## src/rtl/alu_mc.sv

```systemverilog
// alu_mc: multi-cycle ALU with single-cycle ops and a shift-add multiplier behind a valid/ready handshake
module alu_mc #(
  parameter int WIDTH = 8
) (
  input  logic             Clk,
  input  logic             Reset,
  input  logic             InValid,
  output logic             InReady,
  input  logic [WIDTH-1:0] DatA,
  input  logic [WIDTH-1:0] DatB,
  input  logic [3:0]       Alu_op,
  input  logic             CarryIn,
  output logic             OutValid,
  input  logic             OutReady,
  output logic [WIDTH-1:0] Rslt,
  output logic             Lt_flag,
  output logic             Overflow,
  output logic             Zero,
  output logic             Illegal
);
  localparam int CW = $clog2(WIDTH);
  localparam logic [1:0] IDLE = 2'd0, MUL = 2'd1, DONE = 2'd2;
  logic [1:0]         state_q;
  logic [WIDTH-1:0]   a_q, r_d, mr;
  logic [2*WIDTH-1:0] p_q, p_d;
  logic [WIDTH:0]     sum, acc;
  logic [CW-1:0]      cnt_q;
  logic               hi_q, lt_d, ov_d, z_d, ill_d, mov, is_mul;
  assign InReady  = state_q == IDLE;
  assign OutValid = state_q == DONE;
  assign is_mul   = Alu_op[3:1] == 3'b101;
  // single-cycle result computed straight from the inputs at the accept edge
  always_comb begin
    sum = {1'b0, DatA} + {1'b0, DatB} + {{WIDTH{1'b0}}, CarryIn};
    r_d = '0;
    lt_d = 1'b0;
    ov_d = 1'b0;
    ill_d = 1'b0;
    case (Alu_op)
      4'b0000: begin r_d = sum[WIDTH-1:0]; ov_d = sum[WIDTH]; end
      4'b0001: r_d = DatA & DatB;
      4'b0010: r_d = DatA ^ DatB;
      4'b0011: r_d = DatA << DatB;
      4'b0100: r_d = DatA >> DatB;
      4'b0101: begin
        r_d = sum[WIDTH-1:0];
        ov_d = (DatA[WIDTH-1] == DatB[WIDTH-1]) && (sum[WIDTH-1] != DatA[WIDTH-1]);
      end
      4'b0110: lt_d = DatA < DatB;
      4'b0111: r_d = DatB;
      4'b1000: r_d = $signed(DatA) >>> DatB;
      4'b1001: lt_d = $signed(DatA) < $signed(DatB);
      default: ill_d = Alu_op[3:2] == 2'b11;
    endcase
    z_d = (r_d == '0) && !ill_d;
  end
  // one shift-add step: add multiplicand into the upper half when the current multiplier bit is set, then shift right
  always_comb begin
    acc = {1'b0, p_q[2*WIDTH-1:WIDTH]} + (p_q[0] ? {1'b0, a_q} : '0);
    p_d = {acc, p_q[WIDTH-1:1]};
    mr  = hi_q ? p_d[2*WIDTH-1:WIDTH] : p_d[WIDTH-1:0];
    mov = !hi_q && (p_d[2*WIDTH-1:WIDTH] != '0);
  end
  // control FSM and registered result/flags
  always_ff @(posedge Clk) begin
    if (Reset) begin
      state_q  <= IDLE;
      cnt_q    <= '0;
      Rslt     <= '0;
      Lt_flag  <= 1'b0;
      Overflow <= 1'b0;
      Zero     <= 1'b0;
      Illegal  <= 1'b0;
    end else begin
      case (state_q)
        IDLE: if (InValid) begin
          if (is_mul) begin
            state_q <= MUL;
            a_q     <= DatA;
            p_q     <= {{WIDTH{1'b0}}, DatB};
            hi_q    <= Alu_op[0];
            cnt_q   <= '0;
          end else begin
            state_q  <= DONE;
            Rslt     <= r_d;
            Lt_flag  <= lt_d;
            Overflow <= ov_d;
            Zero     <= z_d;
            Illegal  <= ill_d;
          end
        end
        MUL: begin
          p_q   <= p_d;
          cnt_q <= cnt_q + 1'b1;
          if (cnt_q == CW'(WIDTH - 1)) begin
            state_q  <= DONE;
            Rslt     <= mr;
            Lt_flag  <= 1'b0;
            Overflow <= mov;
            Zero     <= mr == '0;
            Illegal  <= 1'b0;
          end
        end
        DONE: if (OutReady) state_q <= IDLE;
        default: state_q <= IDLE;
      endcase
    end
  end
endmodule

```

## config.mk

```make
export PLATFORM = sky130hd
export DESIGN_NAME = alu_mc
export DESIGN_NICKNAME = d
export VERILOG_FILES = /design/src/rtl/alu_mc.sv
export SDC_FILE = /design/constraint.sdc
export NUM_CORES = 1
export LEC_CHECK = 0
export ABC_AREA = 0
export BUFFER_PORTS_ARGS = -buffer_cell sky130_fd_sc_hd__buf_2
export CELL_PAD_IN_SITES_DETAIL_PLACEMENT = 1
export CELL_PAD_IN_SITES_GLOBAL_PLACEMENT = 1
export CORE_AREA = 2 2 109 111
export CTS_CLUSTER_SIZE = 10
export DETAILED_ROUTE_END_ITERATION = 8
export DIE_AREA = 0 0 111 113
export GPL_TIMING_DRIVEN = 0
export PLACE_DENSITY = 0.69
export SLEW_MARGIN = 10
export SYNTH_ARGS = -nofsm -noshare
export SYNTH_HDL_FRONTEND = slang
export SYNTH_SLANG_ARGS = --single-unit
```

## constraint.sdc

```tcl
create_clock -name Clk -period 9.9 [get_ports Clk]
set_input_delay 0.99 -clock Clk [delete_from_list [all_inputs] [get_ports Clk]]
set_output_delay 0.99 -clock Clk [all_outputs]
set_load 0.05 [all_outputs]
```

==> impl_metrics.py, run 1 <==
metrics = {
    "status": {
        "status": "complete, no violations",
    },
    "logic_synthesis": {
        "ys.flop_type": "edfxtp_1",
        "ys_ff_latch": 42,
        "synth-xor-area-share": 0.0225,
        "synth_edf_count": 25,
        "netlist_area_um2": 3890,
        "yosysWarnings": 0,
        "synth_compound_area_frac": 0.241,
        "syn_area_per_cell_um2": 8.30,
        "muxShareOfSynthArea": 0.0773,
        "syn_inst": 468,
        "ys_top_cells_by_area": "edfxtp_1 19%, dfxtp_1 8.8%, ha_1 8.4%",
        "synth_top_family_by_area": "compound AO/OA/AOI/OAI gates",
        "yosysSeqAreaShare": 0.281,
        "synthArstFlopShare": 0,
        "yosysTopAreaCell": "edfxtp_1",
        "synth_cell_type_count": 70,
        "synthAdderAreaFrac": 0.0992,
        "synthSimpleGateAreaFrac": 0.219,
        "syn_nets": 522,
        "synth_top_area_frac": 0.193,
    },
    "timing": {
        "slew_viol_final": 0,
        "tightest_slew_ps": 1210,
        "fmax_mhz": 228,
        "period_needed_ps": 4390,
        "relSlewSlack": 0.169,
        "rsz0062_at_grt": "no",
        "fin_crit_sh": 0.443,
        "finalHoldViolCount": 0,
        "setup_tns_ps": 0,
        "fin_skew_ps": 5.20,
        "setup_viol": 0,
    },
    "power": {
        "internal-power_uw": 346,
        "p_sw_uw": 161,
        "p_comb_frac": 0.277,
        "power_density_nw_per_um2": 115,
        "irDropWorstVdd_mv": 0.0703,
        "p_sw_frac": 0.317,
        "p_seq_frac": 0.380,
        "p_clk_frac": 0.343,
        "p_leak_uw": 0.00178,
    },
    "floorplanning": {
        "die-width_um": 111,
        "die_h_um": 113,
        "core_um2": 11300,
        "dieArea_um2": 12500,
        "initial_utilization": 0.345,
        "io_pins": 39,
        "rows": 39,
    },
    "cts": {
        "clock_path_buffers": 2,
        "h-tree-depth": 2,
        "post_cts_buffers": 0,
        "worstSkewPairLatency_ps": 280,
        "cts_root_buffer": "clkbuf_16",
        "ctsHoldBuffers": 0,
        "clk_pin_slew_ps": 60,
        "cts_resized": 0,
        "cts_buffers": 5,
        "clock-sinks": 42,
        "cts_tree": "done",
    },
    "placement": {
        "gp_congestion": 0.929,
        "place_inst": 648,
        "port_buffers": 36,
        "hpwl_um": 10900,
    },
    "drt": {
        "drc": 0,
        "drtIter0Drc": 211,
        "wire_per_inst_um": 21.0,
        "via_count": 3839,
        "wirelength_um": 13800,
        "drt_first_pass_iters": 5,
        "final_antenna_net_count": 0,
        "vias_per_cell": 5.85,
    },
    "setup_path": {
        "crit_arrival_ps": 4610,
        "critPathKind": "input port to register",
        "worstSetupStartpointType": "input port",
        "crit_required_ps": 10130,
        "cp-end-kind": "register",
        "cp_max_fo": 10,
    },
    "final_layout": {
        "final_cells": 656,
        "syn_to_final_growth_pct": 13.7,
        "nNetsFinal": 566,
        "nFillCells": 1380,
        "diodes": 0,
        "layout_common_cells": "43 x buf_2, 43 x nor2_1, 34 x nand2_1, 30 x a21oi_1, 28 x o21ai_0",
        "drive_gt1_frac": 0.133,
    },
    "grt": {
        "grt_pass1_wl_um": 22300,
        "grt_pass1_vias": 4084,
        "grt-ovfl-total": 0,
        "antenna_found_initial": 0,
        "grt_max_degree": 17,
        "grt_usage": 0.224,
    },
    "run": {
        "maxCapViolations": 0,
    },
    "hold_path": {
        "hold_path.class": "register to register",
    },
}
-- path summary, 6_finish.rpt --
kind / cells past startpoint / startpoint / slack, ps / end
setup / recovery: 14 / DatB[0] / 5510 / Zero
hold / removal: 2 / Rslt[7] / 460 / Rslt[7]
setup reg to reg: 12 / p_q[0] / 6960 / Overflow
hold reg to reg: 2 / Rslt[7] / 460 / Rslt[7]
-- routing by layer --
layer / track usage / vias up / part of all wire
li1: - / 1829 / -
met1: 0.293 / 1890 / 0.45
met2: 0.398 / 101 / 0.49
met3: 0.0252 / 19 / 0.041
met4: 0.0558 / 0 / 0.019
met5: 0 / - / 0
-- kinds of logic (layout without fill, tap and decap cells) --
kind of cell / count (synthesis) / in the layout
xor gates and xnor gates: 10 / 10
DFF: 42 / 42
AOI/OAI and AO/OA: 137 / 137
adders and majority gates: 29 / 29
buffers and inverters: 57 / 102
muxes: 27 / 27
and+or+nand+nor: 166 / 166
-- power by group through the flow --
stage                     sequential [µW]  combinational, µW  clock [µW]
after floorplan                       205               83.8           0
after global placement                196                136           0
after detailed placement              196                139           0
after CTS                             193                140         175
after global routing                  193                153         183
final                                 193                140         174
-- per-stage QoR --
| step | setup slack (ps) | utilization | instance area (µm²) | hold slack (ps) | total power, µW |
|---|---|---|---|---|---|
| floorplan | 6110 | - | 3890 | 470 | 289 |
| global placement | 5290 | 0.377 | 4250 | 447 | 333 |
| detailed placement | 5210 | 0.378 | 4260 | 458 | 335 |
| CTS | 5510 | 0.392 | 4420 | 466 | 507 |
| global route | 5200 | 0.392 | 4420 | 484 | 530 |
| finish | 5510 | 0.392 | 4420 | 459 | 507 |
-- registers in the layout (all words and copies together) (netlist names) --
| signal | cells |
|---|---|
| cnt_q | 3 |
| state_q | 2 |
| Rslt | 8 |
| Zero | 1 |
| Lt_flag | 1 |
| a_q | 8 |
| hi_q | 1 |
| Overflow | 1 |
| p_q | 16 |
| Illegal | 1 |
-- cells in the mapped netlist, types with 3 or more instances --
cell type  count
buf_1          6
a21o_1         5
a31oi_1        8
a211o_1        4
a211oi_1       6
nor3_1        17
nand3_1        6
xor2_1         5
buf_2          7
edfxtp_1      25
a22o_1         4
or4_1          3
nor2b_1       10
nand4_1        3
nand3b_1       4
nand2b_1       6
mux2i_1       21
inv_1         25
o22ai_1        4
xnor2_1        5
ha_1          26
nand2_1       34
and2_1        14
o21a_1         5
o2111a_1       3
nor4_1         8
fa_1           3
a22oi_1        7
clkbuf_1      15
a21oi_1       30
dfxtp_1       17
o211ai_1       4
and3_1         4
nor2_1        44
o21ai_0       28
o221ai_1       4
-- final cells by class --
cell class	count	area, µm²	share of cell area
inverter	27	101	0.0229
sequential	42	1090	0.247
multi-input combinational	369	2570	0.582
tap	143	179	0.0405
clock buffer	8	158	0.0357
buffer	30	133	0.0300
timing repair buffer	37	188	0.0425
-- worst max-delay path: stages --
cell and delay (ps):
buf_2 110, buf_2 200, buf_2 310, buf_2 290
inv_1 160, fa_1 470, fa_1 460, xor2_1 170
a31oi_1 180, o221ai_1 180, a221oi_1 510, nand4_1 150
nor4_1 280, a311o_1 170
(Power assumes the default switching activity.)
==> run 2: changes to the inputs <==
ABC_AREA = 1   (was 0)
CORE_AREA = 2 2 110 112   (was 2 2 109 111)
DIE_AREA = 0 0 112 114   (was 0 0 111 113)
PLACE_DENSITY = 0.72   (was 0.69)
clock period = 4.2 ns   (was 9.9 ns; I/O delays follow)
==> impl_metrics.py, run 2 <==
metrics = {
    "timing": {
        "hold-worst-slack_ps": 397,
        "rsz0062_at_grt": "no",
        "fin_crit_sh": 0.667,
        "fin_skew_ps": 4.60,
        "finalHoldViolCount": 0,
        "relSlewSlack": 0.429,
        "tightest_slew_ps": 856,
        "setup_tns_ps": 0,
        "setup_viol": 0,
        "fmax_mhz": 357,
        "period_needed_ps": 2800,
        "slew_viol_final": 0,
    },
    "final_layout": {
        "layout_common_cells": "158 x nand2_1, 75 x nand3_1, 63 x inv_1, 63 x nor2_1, 44 x buf_2",
        "syn_to_final_growth_pct": 13.2,
        "largest_reg_flops": 16,
        "final_common_cell": "nand2_1",
        "regArea_um2": 1090,
        "diodes": 0,
        "multiInputGateArea_um2": 2480,
        "regMostFlops": "p_q",
        "drive_gt1_frac": 0.139,
        "fin_util": 0.381,
        "nNetsFinal": 700,
        "nFillCells": 1578,
        "top_regs": "p_q (16), Rslt (8), a_q (8)",
    },
    "drt": {
        "wirelength_um": 13900,
        "via_count": 4306,
        "wire_per_inst_um": 17.5,
        "drtIter0Drc": 256,
        "drc": 0,
        "vias_per_cell": 5.42,
        "drt_first_pass_iters": 4,
        "final_antenna_net_count": 0,
    },
    "logic_synthesis": {
        "netlist_area_um2": 3940,
        "ys.flop_type": "edfxtp_1",
        "synth_edf_count": 25,
        "synthArstFlopShare": 0,
        "syn_nets": 656,
        "yosysMostFrequentCell": "nand2_1",
        "syn_area_per_cell_um2": 6.54,
        "yosysWarnings": 0,
        "yosysTopAreaCell": "edfxtp_1",
        "ys_ff_latch": 42,
        "ys_top_cells_by_area": "edfxtp_1 19%, nand2_1 15%, nand3_1 9.5%",
        "synth_cell_type_count": 45,
        "syn_inst": 602,
        "yosysSeqAreaShare": 0.277,
        "synth_top_area_frac": 0.191,
        "synthTopCellsByCount": "158 x nand2_1, 75 x nand3_1, 64 x nor2_1",
    },
    "setup_path": {
        "max_stage_delay_ps": 460,
        "timing.critical_path.mode_cell": "nand3_1",
        "crit_required_ps": 4420,
        "path_cells": "buf_2 > inv_1 > buf_2 > fa_1 > fa_1 > inv_1 > nand3_1 > a21oi_1 > nand3b_1 > nand3_1 > a21oi_1 > nand2_1 > nor2_1 > nand3_1 > a21oi_2",
        "cp_max_fo": 10,
        "worstSetupStartpointType": "input port",
        "cpMaxStageDelayCell": "fa_1",
        "crit_arrival_ps": 3030,
        "critPathKind": "input port to register",
        "cp-end-kind": "register",
    },
    "floorplanning": {
        "io_pins": 39,
        "rows": 40,
        "die-width_um": 112,
        "initial_utilization": 0.336,
        "die_h_um": 114,
        "dieArea_um2": 12800,
        "core_um2": 11700,
    },
    "cts": {
        "cts_resized": 0,
        "clock-sinks": 42,
        "clk_pin_slew_ps": 60,
        "cts_root_buffer": "clkbuf_16",
        "ctsHoldBuffers": 0,
        "worstSkewPairLatency_ps": 280,
        "clock_path_buffers": 2,
        "cts_buffers": 5,
        "post_cts_buffers": 0,
        "h-tree-depth": 2,
        "cts_tree": "done",
    },
    "power": {
        "irDropWorstVdd_mv": 0.152,
        "p_leak_uw": 0.00216,
        "power_density_nw_per_um2": 270,
    },
    "placement": {
        "gp_congestion": 0.889,
        "hpwl_um": 11400,
        "port_buffers": 37,
    },
    "grt": {
        "grt_max_degree": 17,
        "grt_usage": 0.224,
        "grt-ovfl-total": 0,
        "grt_pass1_wl_um": 22800,
        "antenna_found_initial": 0,
        "grt_pass1_vias": 4461,
    },
    "hold_path": {
        "hold_path.class": "input port to register",
    },
    "status": {
        "status": "complete, no violations",
    },
    "run": {
        "maxCapViolations": 0,
    },
}
run 2: path summary, 6_finish.rpt:
path,from,to,slack [ps],depth (start not counted)
max,DatB[0],Zero,1400,15
min,OutReady,state_q[1],400,4
max reg2reg,p_q[0],Zero,1510,17
min reg2reg,Lt_flag,Lt_flag,470,2
run 2: cell type report:
cell class / instances / area share
Clock buffer: 6 / 0.0311
Multi-Input combinational cell: 465 / 0.556
Timing Repair Buffer: 37 / 0.0415
Tap cell: 147 / 0.0412
Inverter: 79 / 0.0670
Sequential cell: 42 / 0.245
Clock inverter: 2 / 0.00252
Buffer: 16 / 0.0163
run 2: report_power, final:
group,internal (µW),switching [µW],total [µW],leakage [µW]
combinational,101,255,356,0.00172
clock,236,156,391,0.0000772
sequential,452,8.24,460,0.000367
total,788,419,1210,0.00216
run 2: cell families (layout without fill, tap and decap cells):
logic type,Yosys count,after routing,synth area share
compound gates,94,94,0.137
xor+xnor,4,4,0.00889
fa+ha+maj,29,29,0.0978
buf+inv,95,140,0.0943
flops,42,42,0.277
simple gates,338,338,0.385
run 2: routing by layer:
layer / global-route usage / vias to the layer above / wire (µm)
li1: - / 2089 / -
met4: 0.0740 / 0 / 338
met3: 0.0250 / 24 / 509
met2: 0.409 / 85 / 7110
met1: 0.275 / 2108 / 5970
met5: 0 / - / 0
run 2: worst max-delay path, delay by kind of cell:
| family | cells | cell delay (ps) |
|---|---|---|
| AND/OR/NAND/NOR | 6 | 760 |
| adder cells (fa/ha/maj) | 2 | 890 |
| buffers and inverters | 4 | 500 |
| AO/OA/AOI/OAI | 3 | 450 |
run 2: metrics by stage:
stage / setup WS, ps / std cells / power, µW / instance area [µm²]
3_5_place_dp: 1170 / 786 / 821 / 4310
5_1_grt: 1160 / 794 / 1270 / 4460
2_1_floorplan: 1770 / 602 / 707 / 3940
6_report: 1400 / 794 / 1210 / 4460
3_3_place_gp: 1200 / 786 / 811 / 4310
4_1_cts: 1450 / 794 / 1210 / 4460
==> run 3: changes to the inputs <==
clock period = 2.8 ns   (was 4.2 ns; I/O delays follow)
==> impl_metrics.py, run 3 (synthesis gave the netlist of run 2 again) <==
metrics = {
    "setup_path": {
        "max_stage_delay_ps": 450,
        "worstReg2RegEnd": "Zero",
        "path_cells": "buf_2 > inv_1 > clkbuf_4 > fa_1 > fa_1 > inv_1 > nand3_1 > a21oi_1 > nand3b_1 > nand3_1 > a21oi_2 > nand2_1 > nor2_1 > nand3_1 > a21oi_2",
        "cp-end-kind": "register",
        "regToRegSetupSlack_ps": 330,
        "cp_max_fo": 10,
        "cpMaxStageDelayCell": "fa_1",
        "critPathKind": "input port to register",
        "worstSetupStartpointType": "input port",
        "r2r_cells": 15,
        "timing.rr.start": "p_q[0]",
        "crit_buf_inv": 4,
        "crit_required_ps": 3020,
        "crit_arrival_ps": 2810,
        "critical_path.top_delay_family": "adder cells",
        "timing.critical_path.mode_cell": "nand3_1",
    },
    "floorplanning": {
        "core_um2": 11700,
        "die-width_um": 112,
        "rows": 40,
        "dieArea_um2": 12800,
        "io_pins": 39,
        "initial_utilization": 0.336,
        "die_h_um": 114,
    },
    "drt": {
        "met1Wirelength_um": 6040,
        "wirelength_um": 14000,
        "vias_per_cell": 5.40,
        "drt_first_pass_iters": 4,
        "drtIter0Drc": 245,
        "wire_per_inst_um": 17.6,
        "routed-wl-met3_um": 514,
        "via_count": 4290,
        "highest_layer": "met4",
        "drc": 0,
        "wl_met2_um": 7130,
        "final_antenna_net_count": 0,
    },
    "timing": {
        "fin_crit_sh": 0.925,
        "finalHoldViolCount": 0,
        "fin_ws_ps": 210,
        "fmax_mhz": 386,
        "tightest_slew_ps": 844,
        "period_needed_ps": 2590,
        "relSlewSlack": 0.437,
        "hold-worst-slack_ps": 255,
        "setup_viol": 0,
        "fin_skew_ps": 3.92,
        "slew_viol_final": 0,
    },
    "hold_path": {
        "hold_path.class": "input port to register",
        "hold_start": "OutReady",
        "hold_depth": 4,
        "holdPathEnd": "state_q[1]",
    },
    "status": {
        "status": "complete, no violations",
    },
    "grt": {
        "grt_max_degree": 17,
        "grt-ovfl-total": 0,
        "grt_pass1_wl_um": 22800,
        "antenna_found_initial": 0,
        "grt_pass1_vias": 4461,
        "grt_usage": 0.224,
    },
    "cts": {
        "cts_buffers": 5,
        "clock-sinks": 42,
        "h-tree-depth": 2,
        "cts_root_buffer": "clkbuf_16",
        "cts_tree": "done",
        "worstSkewPairLatency_ps": 280,
        "clock_path_buffers": 2,
        "clk_pin_slew_ps": 60,
    },
    "final_layout": {
        "diodes": 0,
        "nNetsFinal": 701,
        "final_cells": 795,
        "regMostFlops": "p_q",
        "syn_to_final_growth_pct": 13.9,
        "nFillCells": 1578,
        "drive_gt1_frac": 0.145,
        "layout_common_cells": "158 x nand2_1, 75 x nand3_1, 63 x inv_1, 63 x nor2_1, 43 x buf_2",
        "top_regs": "p_q (16), Rslt (8), a_q (8)",
        "final_common_cell": "nand2_1",
        "largest_reg_flops": 16,
    },
    "placement": {
        "gp_congestion": 0.889,
        "place_inst": 786,
        "hpwl_um": 11400,
        "port_buffers": 37,
        "pre_cts_slack_ps": -86.4,
    },
    "power": {
        "power_density_nw_per_um2": 404,
        "p_clk_frac": 0.323,
        "p_seq_frac": 0.381,
        "p_sw_uw": 629,
        "p_comb_frac": 0.296,
        "fin_total_pwr_uw": 1810,
        "internal-power_uw": 1180,
        "p_sw_frac": 0.347,
        "irDropWorstVdd_mv": 0.228,
        "p_leak_uw": 0.00217,
    },
    "run": {
        "maxCapViolations": 0,
    },
}
==> run 3: cell types whose count changed in the layout (fill, tap and decap cells not counted), sizes merged <==
| cell | before | now |
|---|---|---|
| buf | 46 | 47 |
==> run 3: how the worst max path moves through the flow <==
stage,depth (start not counted),startpoint,slack (ps),end
3_3_place_gp,15,DatB[0],-60,Zero
4_1_cts,17,p_q[0],110,Zero
2_1_floorplan,14,DatB[0],510,Zero
6_report,15,DatB[0],210,Zero
3_5_place_dp,15,DatB[0],-90,Zero
5_1_grt,15,DatB[0],-0.6,Zero
==> run 3: final cells by class <==
class	instances	area, µm²	area share
multi-input cells	465	2490	0.555
flip-flops and latches	42	1090	0.243
inverters	79	299	0.0666
repair buffers	39	200	0.0446
well taps	147	184	0.0410
clock buffers	6	139	0.0310
plain buffers	15	71.3	0.0159
clock inverters	2	11.3	0.00251
==> run 3: metrics by stage <==
stage,util,instance area (µm²),setup TNS [ps]
6_report,0.383,4490,0
3_5_place_dp,0.368,4310,-135
4_1_cts,0.381,4460,0
2_1_floorplan,-,3940,0
3_3_place_gp,0.368,4310,-119
5_1_grt,0.383,4490,-0.646
==> run 3: what timing repair did <==
action / in CTS / in global routing
buffers inserted: 0 / 2
hold buffers: 0 / 0
gates resized for setup: 0 / 3
endpoints found under the setup margin: 0 / 5
==> run 3: power by group through the flow <==
stage | registers [µW] | logic [µW] | clock network, µW
after global routing | 692 | 594 | 620
after detailed placement | 703 | 528 | 0
final | 690 | 537 | 586
after CTS | 690 | 531 | 601
after floorplan | 750 | 310 | 0
after global placement | 703 | 513 | 0
==> run 3: per-layer routing <==
layer	global-route usage	up-vias
li1	-	2090
met1	0.275	2101
met2	0.409	80
met3	0.0250	19
met4	0.0740	0
met5	0	-
==> run 3: worst min-delay path: cells and delay by family <==
kind / cells / cell delay (ps)
compound gates: 1 / 50
buf+inv: 2 / 100
simple gates: 1 / 50
